==> config.mk <==
export PLATFORM = sky130hd
export DESIGN_NAME = mem_byte_reader
export DESIGN_NICKNAME = d
export VERILOG_FILES = /design/src/rtl/mem_byte_reader.sv
export SDC_FILE = /design/constraint.sdc
export NUM_CORES = 1
export LEC_CHECK = 0
export ABC_AREA = 1
export CORE_ASPECT_RATIO = 1.75
export CORE_MARGIN = 4
export CORE_UTILIZATION = 40
export DETAILED_ROUTE_END_ITERATION = 10
export PLACE_DENSITY = 0.73
export REMOVE_ABC_BUFFERS = 1
export SYNTH_ARGS = -nofsm -noshare
export SYNTH_HDL_FRONTEND = slang
export SYNTH_SLANG_ARGS = --single-unit
==> constraint.sdc <==
create_clock -name clk -period 3.45 [get_ports clk]
set_input_delay 0.69 -clock clk [delete_from_list [all_inputs] [get_ports clk]]
set_output_delay 0.69 -clock clk [all_outputs]
set_load 0.005 [all_outputs]
==> src/rtl/mem_byte_reader.sv <==
// Byte-serial readout of a captured parallel word over a valid/ready handshake.
// Each emitted byte carries its byte index, so the outputs can load a byte-addressed MEM register directly.
module mem_byte_reader #(
   parameter int NUM_BYTES = 4,
   parameter bit MSB_FIRST = 1'b0,
   localparam int WORD_W   = NUM_BYTES * 8,
   localparam int IDX_W    = $clog2(NUM_BYTES)
) (
   input  logic              clk,
   input  logic              rst_RD,
   input  logic              RD_START,
   input  logic [WORD_W-1:0] RD_WORD,
   input  logic              RD_READY,
   output logic [7:0]        RD_OUT,
   output logic [IDX_W-1:0]  RD_BYTE_IDX,
   output logic              RD_VALID,
   output logic              RD_BUSY,
   output logic              RD_DONE,
   output logic [1:0]        dbg_state
);

   // Handshake: a byte moves when RD_VALID and RD_READY are both high at a rising edge;
   // while RD_VALID is high and RD_READY is low, RD_OUT/RD_BYTE_IDX/RD_VALID hold.
   localparam logic [1:0] ST_IDLE = 2'd0;
   localparam logic [1:0] ST_SEND = 2'd1;
   localparam logic [1:0] ST_DONE = 2'd2;

   localparam logic [IDX_W-1:0] FIRST_IDX = MSB_FIRST ? IDX_W'(NUM_BYTES - 1) : '0;
   localparam logic [IDX_W-1:0] LAST_IDX  = MSB_FIRST ? '0 : IDX_W'(NUM_BYTES - 1);
   localparam int               FIRST_LSB = (MSB_FIRST ? NUM_BYTES - 1 : 0) * 8;

   logic [1:0]        state;
   logic [WORD_W-1:0] shadow;
   logic [IDX_W-1:0]  idx;
   logic [7:0]        out_q;
   logic [IDX_W-1:0]  next_idx;
   logic [7:0]        next_byte;

   always_comb begin
      next_idx  = MSB_FIRST ? idx - IDX_W'(1) : idx + IDX_W'(1);
      next_byte = shadow[{next_idx, 3'b000} +: 8];
   end

   // idx and out_q are forced to zero outside SEND so the outputs read 0 when not valid.
   always_ff @(posedge clk) begin
      if (rst_RD) begin
         state  <= ST_IDLE;
         shadow <= '0;
         idx    <= '0;
         out_q  <= '0;
      end else begin
         case (state)
            ST_SEND: begin
               if (RD_READY) begin
                  if (idx == LAST_IDX) begin
                     state <= ST_DONE;
                     idx   <= '0;
                     out_q <= '0;
                  end else begin
                     idx   <= next_idx;
                     out_q <= next_byte;
                  end
               end
            end
            default: begin
               // IDLE and DONE both accept a start, giving back-to-back words.
               if (RD_START) begin
                  state  <= ST_SEND;
                  shadow <= RD_WORD;
                  idx    <= FIRST_IDX;
                  out_q  <= RD_WORD[FIRST_LSB +: 8];
               end else begin
                  state <= ST_IDLE;
                  idx   <= '0;
                  out_q <= '0;
               end
            end
         endcase
      end
   end

   assign RD_OUT      = out_q;
   assign RD_BYTE_IDX = idx;
   assign RD_VALID    = (state == ST_SEND);
   assign RD_BUSY     = (state == ST_SEND);
   assign RD_DONE     = (state == ST_DONE);
   assign dbg_state   = state;

endmodule

==> summary.txt, run 1 <==
Leak Pwr: 1.12 nW
Fill cell count: 508
Avg Inst Size Synth: 7.16 um^2
Synth area leaders: dfxtp_1 43%, nand2_1 12%, a21oi_1 10%, inv_1 8.2%, o21ai_0 6.8%
Netlist cell types: 21
GR Overflow Total: 0
Die Y-Extent: 103 um
Worst-margin pin slew: 0.924 ns
RR Endpoint: shadow[26]
WP data arrival: 2.44 ns
EDFF count, synth: 0
Synth warn: 0
# clock sinks: 44
Setup TNS: 0 ns
Clock skew: 0.00723 ns
First-pass GRT wire length: 8170 um
Drt pass-1 iters: 4
Seq/Total Area, Yosys: 42.8%
Remaining DRCs: 0
CP Data Required Time: 3.59 ns
Clk_lat worst skew: 0.29 ns
Clock H-tree levels: 2
Pint: 0.000836 W
Final hold violation count: 0
#FFs+latches synth: 44
Post-CTS setup buffers: 0
Initial antenna violation count: 0
Core ar.: 4980 um^2
HP Start: shadow[11]
Initial DRC count: 43
Gate Count Post-Synth: 287
Worst setup SP type: input port
Site Rows: 34
CTS tree: yes
Vias/cell: 5.02
Cell taking the most area after synthesis: dfxtp_1
Initial Util: 41.3%
Max-Cap Viols: 0
Final worst path period share: 66.6%
Post-CTS Resized: 0
Clock share of power: 30.2%
Antenna diodes: 0
Sw Ratio: 26.6%
Final Critical Period: 2.30 ns
Hold slack final: 0.455 ns
Placed cells: 374
Async SR Flop Fraction: 0%
Pwr Density: 441 nW/um^2
Fmax: 435 MHz
Total Power: 0.00114 W
Largest net degree at the start of global routing: 58
Worst r2r path cells: 5
Yosys top cell area share: 42.8%
Synth Cell Area: 2060 um^2
Area Overhead vs Synth: 25.7%
Share of layout cells above drive strength 1: 4.89%
Num CTS Buffers: 5
Clock slew at reported path FFs: 0.08 ns
Final slew viol count: 0
Critical R2R Launch: dbg_state[1]
Die Width: 62.2 um
Vias in the first global route: 1851
Drt wl/cell: 12.9 um
Global-route usage over all layers: 15.8%
Placer Congestion: 0.787
Most common cell in the netlist: nand2_1
Max IR drop VDD: 0.306 mV
I/O pin total: 51
Hold EP: shadow[11]
Final wirelength: 4930 um
RSZ-0062 raised after global routing: no
Nets@finish: 365
Setup Crit Path Kind: input port to flip-flop
Hold-fix buffers, CTS: 0
Comb pwr share: 20.0%
Slew margin rel.: 38.2%
Placed inst area: 2490 um^2
Hold depth: 2
Post-synth top flop: dfxtp_1
PortBufs: 50
Min-Delay Path Class: flip-flop to flip-flop
Status: completed
Fin area: 2580 um^2
Reg2reg setup slack: 1.70 ns
Psw: 0.000303 W
Final Non-Filler Cells: 381
CTS root buffer: clkbuf_8
Worst-path fanout max: 57
Top cells by count, synth: 68 x nand2_1, 45 x inv_1, 44 x dfxtp_1
Die footprint: 6400 um^2
Final antenna-violating net count: 0
Vias after detailed routing: 1911
Clk buf depth: 2
Final setup violation count: 0
Crit. End Element: flip-flop
Hpwl dp: 3430 um
Sequential share of power: 49.8%
==> layout by cell type (no fill, tap or decap), drive strengths merged <==
| master | count |
|---|---|
| a21oi | 42 |
| buf | 1 |
| clkbuf | 7 |
| clkdlybuf4s50 | 50 |
| clkinv | 1 |
| dfxtp | 44 |
| ha | 2 |
| inv | 47 |
| nand2 | 71 |
| nand3 | 24 |
| nor2 | 3 |
| nor3 | 1 |
| o21ai | 34 |
==> layout make-up <==
| cell class | instances | area (um^2) | share of cell area [%] |
|---|---|---|---|
| timing repair buffer | 51 | 508 | 19.7 |
| inverter | 48 | 186 | 7.21 |
| clock buffer | 7 | 96.3 | 3.73 |
| multi-input combinational | 177 | 846 | 32.7 |
| tap | 54 | 67.6 | 2.61 |
| sequential | 44 | 881 | 34.1 |
==> cells by family (layout without fill, tap and decap cells) <==
kind of cell | Yosys count | in the layout | share of synthesized area, %
compound gates | 76 | 76 | 18.7
fa+ha+maj | 2 | 2 | 1.22
buf+inv | 66 | 106 | 16.0
flops | 44 | 44 | 42.8
simple gates | 99 | 99 | 21.2
==> flip-flops by register name, summed over array words and instances (netlist names) <==
name         cells
RD_OUT           8
shadow          32
dbg_state        2
RD_BYTE_IDX      2
==> metal layers <==
layer | track usage [%] | routed length [um] | up-vias
met5 | 0 | 0 | -
met4 | 5.01 | 63 | 0
met3 | 3.27 | 220 | 6
met2 | 30.4 | 2700 | 45
met1 | 17.0 | 1950 | 877
li1 | - | - | 983
==> worst max-delay path by stage <==
stage / startpoint / endpoint / cells after the start
finish: RD_START / shadow[26] / 4
CTS: RD_START / shadow[26] / 4
global route: RD_START / shadow[22] / 4
global placement: RD_START / shadow[14] / 4
detailed placement: RD_START / shadow[26] / 4
floorplan: RD_BYTE_IDX[0] / RD_OUT[1] / 6
==> power groups by stage <==
stage	sequential [W]	combinational (W)	clock (W)
after floorplan	0.000579	0.000121	0
after global placement	0.000579	0.000224	0
after detailed placement	0.000580	0.000229	0
after CTS	0.000568	0.000230	0.000352
after global routing	0.000573	0.000256	0.000374
final	0.000568	0.000227	0.000344
==> critical path, stage by stage <==
cell             delay [ns]
clkdlybuf4s50_1        0.68
nand2_2                0.60
o21ai_0                0.39
a21oi_1                0.07
==> through the flow <==
step,worst slack [ns],utilization (%)
finish,1.15,51.9
global route,1.01,51.9
CTS,1.18,51.9
detailed placement,0.859,50.0
global placement,0.929,50.0
floorplan,1.79,-
(Power assumes the default switching activity.)
==> inputs of run 2 (changes only) <==
--- a/config.mk
+++ b/config.mk
@@ -10,7 +10,7 @@
 export CORE_MARGIN = 4
 export CORE_UTILIZATION = 40
 export DETAILED_ROUTE_END_ITERATION = 10
-export PLACE_DENSITY = 0.73
+export PLACE_DENSITY = 0.76
 export REMOVE_ABC_BUFFERS = 1
 export SYNTH_ARGS = -nofsm -noshare
 export SYNTH_HDL_FRONTEND = slang
==> constraint.sdc (replaced) <==
create_clock -name clk -period 2 [get_ports clk]
set_input_delay 0.4 -clock clk [delete_from_list [all_inputs] [get_ports clk]]
set_output_delay 0.4 -clock clk [all_outputs]
set_load 0.005 [all_outputs]
==> run 2 against run 1 <==
Clock skew down 0.0022 ns. Largest cell class unchanged. Sequential cell count stayed put. Highest routed layer unchanged. Sequential share of layout area fell by 0.93 points. Critical path type is now flip-flop to output pin. First-iteration DRC count down 28%. Largest power group unchanged.
==> summary.txt, run 2 (synthesis gave the netlist of run 1 again) <==
Status: completed
Num CTS Buffers: 5 (unchanged)
Share of layout cells above drive strength 1: 6.89% (+2.0 points)
# clock sinks: 44 (unchanged)
Largest net degree at the start of global routing: 58 (unchanged)
Largest register FFs: 32 (unchanged)
Die Width: 62.2 um (unchanged)
Final antenna-violating net count: 0 (unchanged)
Clk buf depth: 2 (unchanged)
Pwr Density: 776 nW/um^2 (+76%)
Final Critical Period: 1.91 ns
Placer Congestion: 0.786 (about the same)
Final worst path period share: 95.4%
Vias after detailed routing: 1915 (+0.21%)
Area Overhead vs Synth: 29.3%
Initial DRC count: 31 (-28%)
Post-CTS Resized: 0 (unchanged)
Clock H-tree levels: 2 (unchanged)
Site Rows: 34 (unchanged)
Antenna diodes: 0 (unchanged)
Biggest register: shadow
Max IR drop VDD: 0.591 mV (+93%)
Slowest stage delay, CP: 0.52 ns (-0.16 ns)
CTS tree: yes
Final slew viol count: 0 (unchanged)
Slew margin rel.: 79.0% (+41 points)
Leak Pwr: 1.16 nW (+3.5%)
Nets@finish: 371 (+1.6%)
Clk_lat worst skew: 0.30 ns (about the same)
Delay-heaviest family, CP: buffers and inverters
Bufs and invs on worst path: 2 (+1)
Max-Cap Viols: 0 (unchanged)
Worst-path fanout max: 12 (-79%)
Die Y-Extent: 103 um (unchanged)
CP max stage cell: clkdlybuf4s50_1
Hold slack final: 0.453 ns (-0.00155 ns)
PnR worst setup slack: 0.0917 ns (-1.06 ns)
CTS root buffer: clkbuf_8
PortBufs: 50 (unchanged)
Most frequent cells in the layout: 68 x nand2_1, 50 x clkdlybuf4s50_1, 45 x inv_1
Initial antenna violation count: 0 (unchanged)
Vias in the first global route: 1868 (+0.92%)
Initial Util: 41.3% (unchanged)
Setup TNS: 0 ns (unchanged)
Worst-margin pin slew: 0.315 ns (-0.610 ns)
Core ar.: 4980 um^2 (unchanged)
Fmax: 524 MHz
RSZ-0062 raised after global routing: no
Clock slew at reported path FFs: 0.08 ns (about the same)
Clock skew: 0.00503 ns (-0.00220 ns)
GR Overflow Total: 0 (unchanged)
I/O pin total: 51 (unchanged)
First-pass GRT wire length: 8500 um (+4.1%)
Final hold violation count: 0 (unchanged)
Post-place setup slack: 0.354 ns (-0.504 ns)
Min-Delay Path Class: flip-flop to flip-flop
Drt pass-1 iters: 4 (unchanged)
Die footprint: 6400 um^2 (unchanged)
Hold-fix buffers, CTS: 0 (unchanged)
Worst-path cell chain: nand2_4, clkinv_2, clkdlybuf4s50_1
Post-CTS setup buffers: 0 (unchanged)
Final core utilization: 53.4% (+1.5 points)
Setup Crit Path Kind: flip-flop to output pin
Final wirelength: 4970 um (+0.79%)
CP Data Required Time: 1.60 ns (-1.99 ns)
Global-route usage over all layers: 16.6% (+0.76 points)
Final setup violation count: 0 (unchanged)
Remaining DRCs: 0 (unchanged)
Total Power: 0.00206 W (+81%)
Drt wl/cell: 12.8 um (-1.0%)
WP data arrival: 1.51 ns (-0.93 ns)
Worst setup SP type: flip-flop
Vias/cell: 4.94 (-1.6%)
Commonest non-fill, non-tap cell in the layout: nand2_1
Hpwl dp: 3470 um (+1.4%)
Crit. End Element: output pin
==> run 2: final timing paths <==
kind | from | slack [ns] | depth (start not counted) | end
worst max register to register | RD_BYTE_IDX[0] | 0.58 | 6 | RD_OUT[6]
worst min register to register | shadow[28] | 0.45 | 2 | shadow[28]
worst max-delay path | dbg_state[0] | 0.09 | 3 | RD_BUSY
worst min-delay path | shadow[28] | 0.45 | 2 | shadow[28]
==> run 2: power by group <==
group,internal (W),switching [W],total [W]
clock,0.000370,0.000306,0.000676
sequential,0.000950,0.0000311,0.000981
combinational,0.000196,0.000210,0.000406
total,0.00152,0.000547,0.00206
==> run 2: worst register-to-register path: cells and delay by family, from the launching register on <==
kind	cells	cell delay [ns]
and+or+nand+nor	3	0.27
buffers and inverters	1	0.26
AOI/OAI and AO/OA	1	0.12
DFF	1	0.43
adders and majority gates	1	0.28
==> run 2: area by class of cell <==
class | count | area (um^2)
repair buffers | 57 | 566
clock inverters | 3 | 42.5
multi-input cells | 177 | 846
fillers | 484 | 2320
well taps | 54 | 67.6
flip-flops and latches | 44 | 881
inverters | 48 | 186
clock buffers | 5 | 68.8
==> run 2: metal layers <==
layer	part of all wire [%]	track usage (%)	up-vias
met2	54	30.8	37
met1	40	18.2	876
met3	3.5	3.05	5
met5	0	0	-
li1	-	-	997
met4	1.7	7.18	0
==> run 2: metrics by stage <==
stage,instances,area [um^2]
final,388,2660
after global routing,388,2660
after CTS,388,2660
after detailed placement,380,2550
after global placement,380,2550
after floorplan,269,1910
==> inputs of run 3 (changes only) <==
--- a/config.mk
+++ b/config.mk
@@ -10,7 +10,7 @@
 export CORE_MARGIN = 4
 export CORE_UTILIZATION = 40
 export DETAILED_ROUTE_END_ITERATION = 10
-export PLACE_DENSITY = 0.76
+export PLACE_DENSITY = 0.73
 export REMOVE_ABC_BUFFERS = 1
 export SYNTH_ARGS = -nofsm -noshare
 export SYNTH_HDL_FRONTEND = slang
==> constraint.sdc (replaced) <==
create_clock -name clk -period 2.2 [get_ports clk]
set_input_delay 0.44 -clock clk [delete_from_list [all_inputs] [get_ports clk]]
set_output_delay 0.44 -clock clk [all_outputs]
set_load 0.005 [all_outputs]
==> run 3 against run 2 <==
Clock power fell by 29%. Die area did not move. Global-route usage fell by 0.34 points. Critical path depth did not move. Sequential power fell by 9.2%. Clock skew barely moved. Final area fell by 2.0%. Worst setup slack improved by 0.20 ns. Hold slack improved by 0.00063 ns. Sequential share of layout area rose by 0.68 points. Critical path type unchanged. Largest cell class unchanged.
==> summary.txt, run 3 (synthesis gave the netlist of run 1 again) <==
Status: completed
PortBufs: 50 (unchanged)
Max-Cap Viols: 0 (unchanged)
Largest register FFs: 32 (unchanged)
Psw: 0.000477 W (-13%)
Sequential share of power: 51.5% (+3.9 points)
Comb pwr share: 20.9% (+1.2 points)
Drt wl/cell: 12.4 um (-2.9%)
Clock share of power: 27.6% (-5.1 points)
# clock sinks: 44 (unchanged)
Core ar.: 4980 um^2 (unchanged)
Clock H-tree levels: 2 (unchanged)
Final worst path period share: 86.6%
Final setup violation count: 0 (unchanged)
Pwr Density: 665 nW/um^2 (-14%)
Clock slew at reported path FFs: 0.08 ns (about the same)
Post-CTS Resized: 0 (unchanged)
Max IR drop VDD: 0.374 mV (-37%)
Setup TNS: 0 ns (unchanged)
Die Width: 62.2 um (unchanged)
Vias in the first global route: 1820 (-2.6%)
Biggest register: shadow
Clk buf depth: 2 (unchanged)
Num CTS Buffers: 5 (unchanged)
Worst-path fanout max: 12 (unchanged)
Commonest non-fill, non-tap cell in the layout: nand2_1
Antenna diodes: 0 (unchanged)
Final hold violation count: 0 (unchanged)
Fill cell count: 493 (+1.9%)
Crit. End Element: output pin
Min-Delay Path Class: flip-flop to flip-flop
Initial antenna violation count: 0 (unchanged)
Sw Ratio: 27.6% (+1.0 points)
Area Overhead vs Synth: 26.7%
Largest net degree at the start of global routing: 33 (-43%)
CTS root buffer: clkbuf_8
I/O pin total: 51 (unchanged)
CP max stage cell: clkdlybuf4s50_1
Nets@finish: 370 (-0.27%)
Clk_lat worst skew: 0.30 ns (about the same)
CTS tree: yes
Hpwl dp: 3330 um (-4.0%)
Setup Crit Path Kind: flip-flop to output pin
First-pass GRT wire length: 8360 um (-1.6%)
Placer Congestion: 0.783 (-0.42%)
Vias/cell: 4.89 (-0.95%)
Placed cells: 379 (-0.26%)
Slew margin rel.: 73.0% (-6.0 points)
Slowest stage delay, CP: 0.50 ns (-0.02 ns)
GR Overflow Total: 0 (unchanged)
CP Data Required Time: 1.76 ns (+0.16 ns)
Vias after detailed routing: 1887 (-1.5%)
Final Non-Filler Cells: 386 (-0.52%)
Initial Util: 41.3% (unchanged)
Post-place setup slack: 0.397 ns (+0.0422 ns)
Post-CTS setup buffers: 0 (unchanged)
Worst setup SP type: flip-flop
Hold-fix buffers, CTS: 0 (unchanged)
Worst-margin pin slew: 0.404 ns (+0.0892 ns)
Worst-path cell chain: nand2_4, clkinv_2, clkdlybuf4s50_1
Final antenna-violating net count: 0 (unchanged)
RSZ-0062 raised after global routing: no
PnR worst setup slack: 0.295 ns (+0.203 ns)
Leak Pwr: 1.13 nW (-2.1%)
Reg2reg setup slack: 0.46 ns (-0.12 ns)
Share of layout cells above drive strength 1: 6.02% (-0.86 points)
Clock skew: 0.00474 ns (-0.000291 ns)
Pint: 0.00125 W (-17%)
Site Rows: 34 (unchanged)
Most frequent cells in the layout: 68 x nand2_1, 50 x clkdlybuf4s50_1, 45 x inv_1
Fmax: 525 MHz
Global-route usage over all layers: 16.3% (-0.34 points)
Final slew viol count: 0 (unchanged)
Remaining DRCs: 0 (unchanged)
Drt pass-1 iters: 4 (unchanged)
WP data arrival: 1.47 ns (-0.04 ns)
Die Y-Extent: 103 um (unchanged)
Die footprint: 6400 um^2 (unchanged)
Final Critical Period: 1.91 ns
Final wirelength: 4800 um (-3.4%)
Initial DRC count: 52 (+68%)
-- run 3: area by class of cell --
class                      count  area (um^2)  share of cell area, %
clock inverter                 1         5.00                  0.192
inverter                      48          186                   7.16
sequential                    44          881                   33.8
multi-input combinational    177          846                   32.5
clock buffer                   6         72.6                   2.79
timing repair buffer          56          546                   21.0
tap                           54         67.6                   2.59
-- run 3: per-stage QoR --
stage / utilization (%) / instance area (um^2) / power (W) / hold slack [ns]
floorplan: - / 1910 / 0.00110 / 0.431
finish: 52.3 / 2600 / 0.00173 / 0.454
global route: 52.3 / 2600 / 0.00184 / 0.478
detailed placement: 50.8 / 2530 / 0.00127 / 0.441
global placement: 50.8 / 2530 / 0.00127 / 0.438
CTS: 52.3 / 2600 / 0.00174 / 0.453
-- run 3: power by group through the flow --
stage / clock network, W / logic (W) / registers (W)
floorplan: 0 / 0.000190 / 0.000908
global placement: 0 / 0.000357 / 0.000910
detailed placement: 0 / 0.000364 / 0.000911
CTS: 0.000486 / 0.000366 / 0.000892
global route: 0.000525 / 0.000413 / 0.000899
finish: 0.000478 / 0.000361 / 0.000891
-- run 3: path summary, 6_finish.rpt --
check / end / depth (start not counted) / start
worst max-delay path: RD_VALID / 3 / dbg_state[0]
worst min-delay path: shadow[29] / 2 / shadow[29]
worst min register to register: shadow[29] / 2 / shadow[29]
worst max register to register: RD_OUT[7] / 7 / RD_BYTE_IDX[0]
-- run 3: worst max-delay path, delay by kind of cell, from the launching register on --
| family | cells | cell delay [ns] |
|---|---|---|
| flops | 1 | 0.40 |
| simple gates | 1 | 0.15 |
| buf+inv | 2 | 0.61 |
-- run 3: per-layer routing --
metal | track usage, % | share of wire [%]
met5 | 0 | 0
met2 | 29.2 | 52
met4 | 7.01 | 2.1
met1 | 18.7 | 42
met3 | 3.05 | 3.5
